[src/rtl/phys_reg_free_list.sv]
// Physical-register free list: circular FIFO of free physical indices.
// Released registers enter at the tail and are offered to rename from the head.
module phys_reg_free_list #(
  parameter int unsigned p_phys_addr_bits = 6,
  parameter int unsigned p_num_arch_regs  = 32
) (
  input  logic                        clk,
  input  logic                        rst,
  input  logic                        commit_val,
  input  logic                        commit_wen,
  input  logic [p_phys_addr_bits-1:0] commit_ppreg,
  output logic                        alloc_val,
  output logic [p_phys_addr_bits-1:0] alloc_preg,
  input  logic                        alloc_rdy,
  output logic [p_phys_addr_bits:0]   num_free,
  output logic                        overflow
);

  localparam int unsigned W     = p_phys_addr_bits;
  localparam int unsigned D     = (1 << p_phys_addr_bits) - p_num_arch_regs;
  localparam int unsigned CW    = p_phys_addr_bits + 1;
  localparam int unsigned PTR_W = (D > 1) ? $clog2(D) : 1;

  logic [W-1:0]     entries [D];
  logic [PTR_W-1:0] hd;
  logic [PTR_W-1:0] tl;
  logic [CW-1:0]    cnt;

  logic             rel;
  logic             fire;
  logic             full;
  logic             drop;
  logic             enq;
  logic [PTR_W-1:0] hd_nxt;
  logic [PTR_W-1:0] tl_nxt;
  logic [CW-1:0]    cnt_nxt;
  logic             overflow_nxt;

  // Wrap explicitly since the capacity need not be a power of two.
  function automatic logic [PTR_W-1:0] adv(input logic [PTR_W-1:0] p);
    return (p == PTR_W'(D - 1)) ? '0 : p + PTR_W'(1);
  endfunction

  // Offer comes straight from state so no input reaches alloc_val/alloc_preg.
  assign alloc_val  = (cnt != '0);
  assign alloc_preg = entries[hd];
  assign num_free   = cnt;

  // Next-state: qualify release/allocate and resolve the full-list corner.
  always_comb begin
    rel          = 1'b0;
    fire         = 1'b0;
    full         = 1'b0;
    drop         = 1'b0;
    enq          = 1'b0;
    hd_nxt       = hd;
    tl_nxt       = tl;
    cnt_nxt      = cnt;
    overflow_nxt = overflow;

    rel  = commit_val && commit_wen && (commit_ppreg != '0);
    fire = alloc_val && alloc_rdy;
    full = (cnt == CW'(D));
    drop = rel && full && !fire;
    enq  = rel && !drop;

    if (fire) hd_nxt = adv(hd);
    if (enq)  tl_nxt = adv(tl);
    if (drop) overflow_nxt = 1'b1;

    if (enq && !fire)      cnt_nxt = cnt + CW'(1);
    else if (!enq && fire) cnt_nxt = cnt - CW'(1);
  end

  // State register; reset reloads the list with every non-architectural register.
  always_ff @(posedge clk or negedge rst) begin
    if (!rst) begin
      for (int i = 0; i < int'(D); i++) begin
        entries[i] <= W'(p_num_arch_regs + 32'(i));
      end
      hd       <= '0;
      tl       <= '0;
      cnt      <= CW'(D);
      overflow <= 1'b0;
    end else begin
      if (enq) entries[tl] <= commit_ppreg;
      hd       <= hd_nxt;
      tl       <= tl_nxt;
      cnt      <= cnt_nxt;
      overflow <= overflow_nxt;
    end
  end

endmodule

[config.mk]
export PLATFORM = sky130hd
export DESIGN_NAME = phys_reg_free_list
export DESIGN_NICKNAME = d
export VERILOG_FILES = /design/src/rtl/phys_reg_free_list.sv
export SDC_FILE = /design/constraint.sdc
export NUM_CORES = 1
export LEC_CHECK = 0
export ABC_AREA = 1
export BUFFER_PORTS_ARGS = -buffer_cell sky130_fd_sc_hd__buf_2
export CORE_MARGIN = 1
export CORE_UTILIZATION = 57
export DETAILED_ROUTE_END_ITERATION = 8
export PLACE_DENSITY = 0.76
export REMOVE_ABC_BUFFERS = 1
export SYNTH_ARGS = -nofsm -noshare
export SYNTH_HDL_FRONTEND = slang
export SYNTH_SLANG_ARGS = --single-unit
[constraint.sdc]
create_clock -name clk -period 2.6 [get_ports clk]
set_clock_uncertainty 0.15 [all_clocks]
set_input_delay 0.52 -clock clk [delete_from_list [all_inputs] [get_ports clk]]
set_output_delay 0.52 -clock clk [all_outputs]
set_load 0.005 [all_outputs]
==> summary.txt <==
Run status
  – Status: finished, violations left
  – Failing checks: negative setup slack

Critical path
  – Crit path max-delay family: simple AND/OR/NAND/NOR gates
  – Crit-path most repeated cell: nand3_2
  – Worst r2r src: num_free[5]$_DFFE_PN1P_
  – Reg2reg path depth: 14
  – Crit-path max FO: 8
  – Worst path slowest cell: dfrtp_4
  – Req. time, crit path: 1.93 ns
  – CP Capture Point: alloc_preg[4]
  – Worst path max stage delay: 0.52 ns
  – Reg2reg end: num_free[3]$_DFFE_PN0P_
  – Worst setup EP type: primary output
  – Cell depth of the worst setup path: 10
  – Critical Path Source: hd[0]$_DFFE_PN0P_
  – CP Cell Sequence: buf_6 > buf_16 > or2_2 > nand3_2 > nand2_2 > nand2_1 > nand3_2 > nand3_2 > nand2_2 > buf_6
  – Crit start category: flop
  – Crit Path Category: reg -> out
  – Reg2Reg Setup Slack: -0.03 ns
  – CP arrival: 2.26 ns
  – Crit path buf inv count: 3

Job
  – Number of max-cap violations: 0

Clock tree
  – Cts bufs inserted: 24
  – CTS root buf: clkbuf_16
  – Clk buf depth: 3
  – Clk Latency, worst-skew pair: 0.53 ns
  – CTS Sinks: 210
  – Reg clk slew, reported paths: 0.06 ns
  – CTS tree: done
  – H-tree levels: 1

Timing
  – Normalized max-slew margin: 55.8%
  – Final Hold Fails: 0
  – Period utilisation layout: 113%
  – Achievable frequency: 341 MHz
  – Min Hold Slack: 0.311 ns
  – Setup violators final: 7
  – Max Slew Vio Count: 0
  – Worst Setup Slack, final: -0.332 ns
  – RSZ-0062 raised after global routing: true
  – Slew @ Worst Pin: 0.662 ns
  – Clock period minus worst slack: 2.93 ns

Placed design
  – Placed cell count: 1943
  – Dpl hpwl: 20400 um
  – Placement Cell Area: 12700 um^2
  – Input/output buffers: 25
  – Routability Congestion: 0.890

Global routing
  – First-pass GRT wire length: 56500 um
  – All-Layer GR Usage: 32.6%
  – GRT overflow: 0
  – Initial antenna violation count: 0
  – Largest net degree at the start of global routing: 121
  – Vias in the first global route: 10800

Cells and area
  – Share of layout cells above drive strength 1: 29.5%
  – Final layout net count: 1749
  – Area growth, synth to finish: 21.3%
  – Sequential cell area: 5400 um^2
  – Layout Cells excl Fill: 2017
  – FILL cells: 1556
  – ANT cells: 0
  – Fin area: 14900 um^2
  – Area of the multi-input gates: 6350 um^2
  – Post-layout util: 70.6%

Worst hold path
  – HP Class: reg -> reg

Routing
  – Wire length on met2: 17700 um
  – Top Layer Used: met4
  – Vias: 11800
  – Vias per cell: 5.87
  – DRC errors left: 0
  – TritonRoute pass-1 iters: 5
  – Detail Route met3 WL: 3170 um
  – DRT met1 WL: 15000 um
  – Wirelength, routed: 37800 um
  – DRT iter0 DRCs: 1211
  – Antenna Nets Post-Route: 0
  – Drt wl/cell: 18.8 um

Floorplan
  – I/O Pins: 26
  – Die Y: 149 um
  – Rows: 53
  – Initial Utilization: 58.2%
  – Core area: 21100 um^2
  – Die width: 149 um
  – Die area: 22100 um^2

Power
  – Register share of total power: 31.5%
  – Int Power: 9.29 mW
  – Combinational fraction of design power: 45.4%
  – Maximum vdd ir drop: 0.549 mV
  – Net Sw Frac: 40.5%
  – Leakage: 7.26 nW
  – Pwr Total: 15.6 mW
  – Pwr Density: 1050 nW/um^2
  – Net switching power: 6.32 mW
  – Clock share of power: 23.1%

Logic synthesis
  – #FFs+latches synth: 210
  – Synth Cell Area: 12300 um^2
  – Register area share after synthesis: 44.0%
  – Syn Inst Count: 1688
  – Unique cell type count in the Yosys netlist: 29
  – Synthesized area per cell: 7.27 um^2
  – Synth warn: 0
## cell usage after synthesis, drive strengths merged
cell type	count	area (um^2)
nand2	723	2740
nand4	193	1210
inv	169	634
nand3	164	981
dfstp	113	2970
dfrtp	97	2430
buf	86	529
nor2	50	195
clkbuf	27	103
or2	20	125
o21ai	15	75.1
ha	13	163
a21oi	5	25.0
xnor2	3	26.3
xor2	3	26.3
and2	2	12.5
nor3	2	10.0
clkinv	1	3.75
fa	1	20.0
nor3b	1	7.51
## registers in the layout (all words and copies together), names as in the netlist
signal and flops:
num_free 7, entries 192, overflow 1, tl 5
hd 5
## worst min path at each step
stage	startpoint	to	slack [ns]	cells after the start
after floorplan	rst	entries[100]$_DFFE_PN0P_	0.07	0
after global placement	overflow$_DFFE_PN0P_	overflow$_DFFE_PN0P_	0.29	2
after detailed placement	entries[23]$_DFFE_PN1P_	entries[23]$_DFFE_PN1P_	0.30	2
after CTS	entries[23]$_DFFE_PN1P_	entries[23]$_DFFE_PN1P_	0.31	2
after global routing	entries[23]$_DFFE_PN1P_	entries[23]$_DFFE_PN1P_	0.33	2
final	entries[105]$_DFFE_PN1P_	entries[105]$_DFFE_PN1P_	0.31	2
## layout by cell type, fill, tap and decap left out, types with 13 or more instances in the layout
| cell type | netlist | routed |
|---|---|---|
| nand2_1 | 720 | 634 |
| nand4_1 | 193 | 193 |
| inv_1 | 167 | 163 |
| nand3_2 | 32 | 113 |
| dfstp_2 | 113 | 113 |
| dfrtp_1 | 97 | 96 |
| nand2_2 | 2 | 83 |
| buf_4 | 4 | 62 |
| nand3_1 | 132 | 51 |
| nor2_1 | 49 | 48 |
| clkbuf_16 | 0 | 29 |
| buf_2 | 51 | 23 |
| or2_4 | 0 | 13 |
| buf_12 | 0 | 13 |
## per-stage QoR
stage,worst slack [ns],TNS (ns)
6_report,-0.332,-1.91
2_1_floorplan,-2.34,-202.35
5_1_grt,-0.366,-2.34
3_3_place_gp,-0.264,-5.40
3_5_place_dp,-0.302,-7.42
4_1_cts,-0.298,-1.74
## repair_timing
item	in CTS	in global routing
pin swaps	13	87
gates cloned	7	6
endpoints found under the hold margin	26	0
buffers inserted	7	11
hold buffers	1	0
resized for setup	46	196
endpoints found under the setup margin	10	11
## logic make-up (layout without fill, tap and decap cells)
| family | Yosys count | in the layout | synth area share, % |
|---|---|---|---|
| AND/OR/NAND/NOR | 1155 | 1155 | 43.0 |
| buffers and inverters | 283 | 337 | 10.3 |
| flip-flops | 210 | 210 | 44.0 |
| AO/OA/AOI/OAI | 20 | 20 | 0.815 |
| adder cells (fa/ha/maj) | 14 | 14 | 1.49 |
| XOR/XNOR | 6 | 6 | 0.428 |
## per-layer routing
metal,GRT usage (%),vias to the layer above
met5,0,-
met4,15.4,0
met3,4.92,131
met2,51.2,557
met1,44.3,5648
li1,-,5512
## worst reg2reg max path: stages (launching register included)
cell and delay [ns]:
dfstp_2 0.54, nor3b_2 0.21, nand2_2 0.10, nor2_4 0.16
nand2_8 0.06, nand2_4 0.08, inv_4 0.04, ha_4 0.16
inv_4 0.09, ha_1 0.30, nand2_1 0.11, nand3_2 0.10
or2_2 0.29, nand3_1 0.08, nand2_1 0.06
## power by group through the flow
stage | sequential (mW) | clock [mW] | combinational [mW]
after detailed placement | 4.88 | 0 | 5.08
after CTS | 4.86 | 3.62 | 5.71
after global routing | 5.01 | 3.76 | 7.61
after global placement | 4.85 | 0 | 4.98
final | 4.92 | 3.60 | 7.08
after floorplan | 4.99 | 0 | 3.06
## layout make-up
type | count | share of cell area, %
clock inverters | 7 | 0.739
repair buffers | 122 | 8.61
repair inverters | 1 | 0.0756
multi-input cells | 1195 | 42.6
flip-flops and latches | 210 | 36.3
well taps | 275 | 2.31
clock buffers | 37 | 4.91
inverters | 170 | 4.46
Power figures use the tool's default switching activity.
